File: src/rtl/disp_line_serialiser.sv
// Display line serialiser: scans store lines, fetches one line per tube over req/ack,
// shifts each out LSB first with flyback blanking, and emits line/frame sync pulses.
//
// state    | meaning
// ---------+-----------------------------------------------------------
// IDLE     | scan stopped, all outputs low
// FETCH    | read request held for the current line until acknowledged
// SHIFT    | latched line shifted out, bit 0 first, BIT_PERIOD clocks/bit
// FLYBACK  | display blanked for BLANK_BITS bit-times, then next line
module disp_line_serialiser #(
    parameter int LINE_LENGTH    = 40,
    parameter int LINES_PER_TUBE = 64,
    parameter int ADDR_BITS      = 6,
    parameter int S_TUBES        = 2,
    parameter int BIT_PERIOD     = 2,
    parameter int BLANK_BITS     = 2
) (
    input  logic                           w_CLK,
    input  logic                           w_RST,
    input  logic                           w_DISP_EN,
    input  logic                           w_RD_ACK,
    input  logic [S_TUBES*LINE_LENGTH-1:0] b_RD_DATA,
    output logic                           w_RD_REQ,
    output logic [ADDR_BITS-1:0]           b_RD_ADDR,
    output logic [S_TUBES-1:0]             DISP_DATA,
    output logic                           w_LINE_SYNC,
    output logic                           w_FRAME_SYNC,
    output logic                           w_BUSY
);

    localparam int DW       = S_TUBES * LINE_LENGTH;
    localparam int MAX_BITS = (LINE_LENGTH > BLANK_BITS) ? LINE_LENGTH : BLANK_BITS;
    localparam int BIT_W    = (MAX_BITS > 1) ? $clog2(MAX_BITS) : 1;
    localparam int PER_W    = (BIT_PERIOD > 1) ? $clog2(BIT_PERIOD) : 1;

    localparam logic [PER_W-1:0]     PER_LOAD   = PER_W'(BIT_PERIOD - 1);
    localparam logic [BIT_W-1:0]     LINE_LOAD  = BIT_W'(LINE_LENGTH - 1);
    localparam logic [BIT_W-1:0]     BLANK_LOAD = BIT_W'(BLANK_BITS - 1);
    localparam logic [ADDR_BITS-1:0] LAST_LINE  = ADDR_BITS'(LINES_PER_TUBE - 1);

    typedef enum logic [1:0] {
        S_IDLE    = 2'd0,
        S_FETCH   = 2'd1,
        S_SHIFT   = 2'd2,
        S_FLYBACK = 2'd3
    } state_t;

    state_t               state_q, state_nxt;
    logic [ADDR_BITS-1:0] line_q, line_nxt;
    logic [PER_W-1:0]     per_q;
    logic [BIT_W-1:0]     bit_q;
    logic [DW-1:0]        shreg_q;

    logic                 req_nxt, ls_nxt, fs_nxt, busy_nxt;
    logic [ADDR_BITS-1:0] addr_nxt;
    logic                 ack_hit, per_tc, bit_tc, phase_end;

    assign ack_hit   = w_RD_REQ & w_RD_ACK;
    assign per_tc    = (per_q == '0);
    assign bit_tc    = (bit_q == '0);
    assign phase_end = per_tc & bit_tc;

    always_ff @(posedge w_CLK) begin
        if (w_RST) begin
            state_q <= S_IDLE;
            line_q  <= '0;
        end else begin
            state_q <= state_nxt;
            line_q  <= line_nxt;
        end
    end

    always_comb begin
        state_nxt = state_q;
        line_nxt  = line_q;
        case (state_q)
            S_IDLE: begin
                if (w_DISP_EN) state_nxt = S_FETCH;
            end
            S_FETCH: begin
                if (ack_hit) state_nxt = S_SHIFT;
            end
            S_SHIFT: begin
                if (phase_end) state_nxt = S_FLYBACK;
            end
            S_FLYBACK: begin
                if (phase_end) begin
                    if (w_DISP_EN) begin
                        state_nxt = S_FETCH;
                        line_nxt  = (line_q == LAST_LINE) ? '0 : line_q + ADDR_BITS'(1);
                    end else begin
                        state_nxt = S_IDLE;
                        line_nxt  = '0;
                    end
                end
            end
            default: state_nxt = S_IDLE;
        endcase
    end

    // Outputs are decoded from the next state so that every port comes straight off a flop.
    always_comb begin
        req_nxt  = (state_nxt == S_FETCH);
        addr_nxt = (state_nxt == S_IDLE) ? '0 : line_nxt;
        ls_nxt   = (state_q == S_FETCH) && (state_nxt == S_SHIFT);
        fs_nxt   = ls_nxt && (line_q == '0);
        busy_nxt = (state_nxt != S_IDLE);
    end

    always_ff @(posedge w_CLK) begin
        if (w_RST) begin
            w_RD_REQ     <= 1'b0;
            b_RD_ADDR    <= '0;
            w_LINE_SYNC  <= 1'b0;
            w_FRAME_SYNC <= 1'b0;
            w_BUSY       <= 1'b0;
        end else begin
            w_RD_REQ     <= req_nxt;
            b_RD_ADDR    <= addr_nxt;
            w_LINE_SYNC  <= ls_nxt;
            w_FRAME_SYNC <= fs_nxt;
            w_BUSY       <= busy_nxt;
        end
    end

    // After LINE_LENGTH shifts the register holds zeros, which is exactly the flyback level.
    always_ff @(posedge w_CLK) begin
        if (w_RST) begin
            per_q   <= '0;
            bit_q   <= '0;
            shreg_q <= '0;
        end else begin
            case (state_q)
                S_FETCH: begin
                    if (ack_hit) begin
                        per_q   <= PER_LOAD;
                        bit_q   <= LINE_LOAD;
                        shreg_q <= b_RD_DATA;
                    end
                end
                S_SHIFT, S_FLYBACK: begin
                    if (per_tc) begin
                        per_q <= PER_LOAD;
                        bit_q <= bit_tc ? BLANK_LOAD : bit_q - BIT_W'(1);
                        if (state_q == S_SHIFT) begin
                            for (int t = 0; t < S_TUBES; t++) begin
                                shreg_q[t*LINE_LENGTH +: LINE_LENGTH] <=
                                    shreg_q[t*LINE_LENGTH +: LINE_LENGTH] >> 1;
                            end
                        end
                    end else begin
                        per_q <= per_q - PER_W'(1);
                    end
                end
                default: ;
            endcase
        end
    end

    for (genvar t = 0; t < S_TUBES; t++) begin : g_disp
        assign DISP_DATA[t] = shreg_q[t*LINE_LENGTH];
    end

endmodule

File: config.mk
export PLATFORM = sky130hd
export DESIGN_NAME = disp_line_serialiser
export DESIGN_NICKNAME = d
export VERILOG_FILES = /design/src/rtl/disp_line_serialiser.sv
export SDC_FILE = /design/constraint.sdc
export NUM_CORES = 1
export LEC_CHECK = 0
export ABC_AREA = 1
export CAP_MARGIN = 20
export CORE_ASPECT_RATIO = 1.2
export CORE_UTILIZATION = 30
export CTS_CLUSTER_SIZE = 10
export DETAILED_ROUTE_END_ITERATION = 10
export PLACE_DENSITY = 0.6
export SYNTH_ARGS = -nofsm -noshare
export SYNTH_HDL_FRONTEND = slang
export SYNTH_SLANG_ARGS = --single-unit
export TNS_END_PERCENT = 20
File: constraint.sdc
create_clock -name w_CLK -period 1.5 [get_ports w_CLK]
set_input_delay 0.3 -clock w_CLK [delete_from_list [all_inputs] [get_ports w_CLK]]
set_output_delay 0.3 -clock w_CLK [all_outputs]
set_load 0.02 [all_outputs]
==> run summary <==
worst-path maximum fanout - 50
endpoints failing setup - 0
initial drt markers - 224
DRC Markers - 0
total global routing overflow - 0
largest net degree at the start of global routing - 59
fill cell count - 1472
Fin Setup TNS - 0 ns
Cell Area, Synth - 0.00448 mm^2
synthesis warning total - 0
cts bufs inserted - 9
number of nets still failing antenna checks after routing - 0
worst setup path endpoint - shreg_q[67]
vias in the first global route - 3962
DIE AREA - 0.0154 mm^2
hpwl dp - 7680 um
Max VDD drop - 0.000533 V
PortBufs - 95
post-synthesis sequential area ratio - 46.9%
fraction of layout cells with a size suffix above 1 - 9.12%
number of flops mapped to enable cells by yosys - 0
Cell Count Post-Placement - 864
Pwr Total - 6.30 mW
syn_area_per_cell - 7.57 um^2
GRT Util Overall - 14.9%
vias post-DR - 4251
clock buffer depth - 2
startpoint types - input port
initial core utilization - 30.9%
Hold Crit Class - reg2reg
initial antenna violation count - 0
beginning of the critical path - w_RD_ACK
RSZ-0062 raised after global routing - yes
crit path DAT - 1.67 ns
diodes inserted - 0
Worst Tran Pin Value - 0.594 ns
FF-to-FF path depth - 8
first-pass GRT wire length - 18500 um
Layout Nets - 764
clock skew - 0.00323 ns
worst reg2reg path startpoint - bit_q[0]
Highest Clock Rate - 0.716 GHz
Syn Inst Count - 592
Reg2Reg Capture Point - line_q[1]
Cell Count, Final, Fillers Out - 880
CTS H-tree lvls - 3
CP required - 1.77 ns
relative slew slack - 60.4%
Final Cycle Share - 93.1%
IO Pins - 96
# rows - 48
utilization after layout - 41.4%
worst skew pair latency - 0.34 ns
share of synthesized registers carrying an async set or reset - 0%
Worst Path Class, Setup - in2reg
syn_nets - 680
root buffer cell - clkbuf_16
final RePlAce weighted congestion - 0.764
Final Max Tran Viols - 0
CTS Sinks - 105
crit path time final - 1.40 ns
Die W - 114 um
vias per inst - 4.83
final hold viol count - 0
Routed WL - 11200 um
drt pass-1 iters - 5
CTS tree - done
top_reg_cell synth - dfxtp_1
DR WL/cell - 12.7 um
Clock Pin Slew Worst Setup and Hold Paths - 0.07 ns
power per cell area - 1050 mW/mm^2
static leakage - 2.36 nW
core area - 0.0145 mm^2
synthesized flop and latch total - 105
Cell variety after synth - 32
status - complete, no violations
Max-Cap Viols - 0
Crit. End Element - flop
die height - 136 um
FF-to-FF setup slack - 0.11 ns
Layout area overhead - 33.8%
[area by class of cell]
type                       instances  area [um^2]  area share, %
multi-input combinational        416         2070           34.5
inverter                          24         97.6           1.63
timing repair buffer             120         1190           19.9
clock inverter                     2         12.5          0.209
clock buffer                      13          270           4.51
sequential                       105         2100           35.1
tap                              200          250           4.17
[state kept, by name (all words and copies together) (netlist names)]
register / count
w_RD_REQ: 1
w_BUSY: 1
shreg_q: 80
b_RD_ADDR: 6
bit_q: 6
state_q: 2
w_FRAME_SYNC: 1
w_LINE_SYNC: 1
line_q: 6
per_q: 1
[stage by stage]
| step | instance area (um^2) | hold slack, ns | setup WS [ns] |
|---|---|---|---|
| after floorplan | 4480 | 0.378 | 0.176 |
| after global placement | 5660 | 0.452 | -0.246 |
| after detailed placement | 5660 | 0.458 | -0.285 |
| after CTS | 5930 | 0.471 | 0.0180 |
| after global routing | 5990 | 0.490 | -0.00444 |
| final | 5990 | 0.466 | 0.103 |
[cells in the mapped netlist, types with 2 or more instances]
master	number	area [um^2]
a21oi_1	10	50.1
a31oi_1	79	494
buf_2	13	65.1
buf_4	4	30.0
buf_8	5	75.1
clkbuf_1	24	90.1
dfxtp_1	105	2100
ha_1	4	50.1
inv_1	23	86.3
nand2_1	177	664
nand2_2	2	12.5
nand3_1	9	45.0
nand3_2	2	20.0
nand4_1	3	18.8
nor2_1	23	86.3
nor2_2	2	12.5
nor3_1	3	15.0
o21ai_0	47	235
o21ai_1	42	210
o21bai_1	2	15.0
xor2_1	2	17.5
[worst min path at each step]
stage / cells past startpoint / endpoint / slack, ns / startpoint
after CTS: 2 / shreg_q[45] / 0.47 / shreg_q[46]
after global routing: 2 / shreg_q[15] / 0.49 / shreg_q[16]
after detailed placement: 2 / shreg_q[42] / 0.46 / shreg_q[43]
final: 2 / shreg_q[35] / 0.47 / shreg_q[36]
after global placement: 2 / shreg_q[51] / 0.45 / shreg_q[52]
after floorplan: 1 / bit_q[2] / 0.38 / w_RST
[power breakdown]
group          internal [mW]  switching [mW]
Sequential              2.99           0.107
Clock                   1.25           0.997
Combinational          0.474           0.481
[cells in the final DEF (no fill, tap or decap), types with 2 or more instances in the layout]
cell type        count
o21ai_1             43
o21ai_0             46
dlygate4sd2_1       12
nand3_1              8
clkbuf_16            9
buf_12               4
xor2_1               2
nand3_2              2
a31oi_1             79
nor2_2               3
dfxtp_2              2
nand2_2              2
nor2_1              22
a21oi_1              6
nor3_1               3
buf_4               20
a21oi_2              5
clkbuf_8             3
nand4_1              3
nand2_1            176
clkdlybuf4s50_1     83
dfxtp_1            103
inv_1               18
inv_2                4
ha_1                 3
o21bai_1             2
[routing by layer]
layer  global-route usage, %  part of all wire, %  wire, um  vias to the layer above
li1                        -                    -         -                     2188
met1                    18.0                   45      5070                     1962
met2                    25.9                   49      5510                       91
met3                    3.08                  4.0       449                       10
met4                    5.77                  1.3       141                        0
met5                       0                    0         0                        -
[cells by family after synthesis]
family | share of synthesized area, %
buffers and inverters | 8.07
adder cells (fa/ha/maj) | 1.12
flip-flops | 46.9
AND/OR/NAND/NOR | 19.8
AO/OA/AOI/OAI | 23.5
XOR/XNOR | 0.587
[critical path: stages]
cell and delay, ns:
clkdlybuf4s50_1 0.51, nand3_2 0.10, nand2_4 0.09, nand2_2 0.07, clkinv_4 0.10, buf_16 0.21
o21ai_0 0.10, a31oi_1 0.15
[timing repair]
action / CTS / global route
hold buffers: 0 / 0
buffers inserted: 0 / 1
resized for setup: 16 / 15
endpoints found under the setup margin: 16 / 37
pin swaps: 0 / 2
No activity file was read; power rests on OpenSTA's default activity.
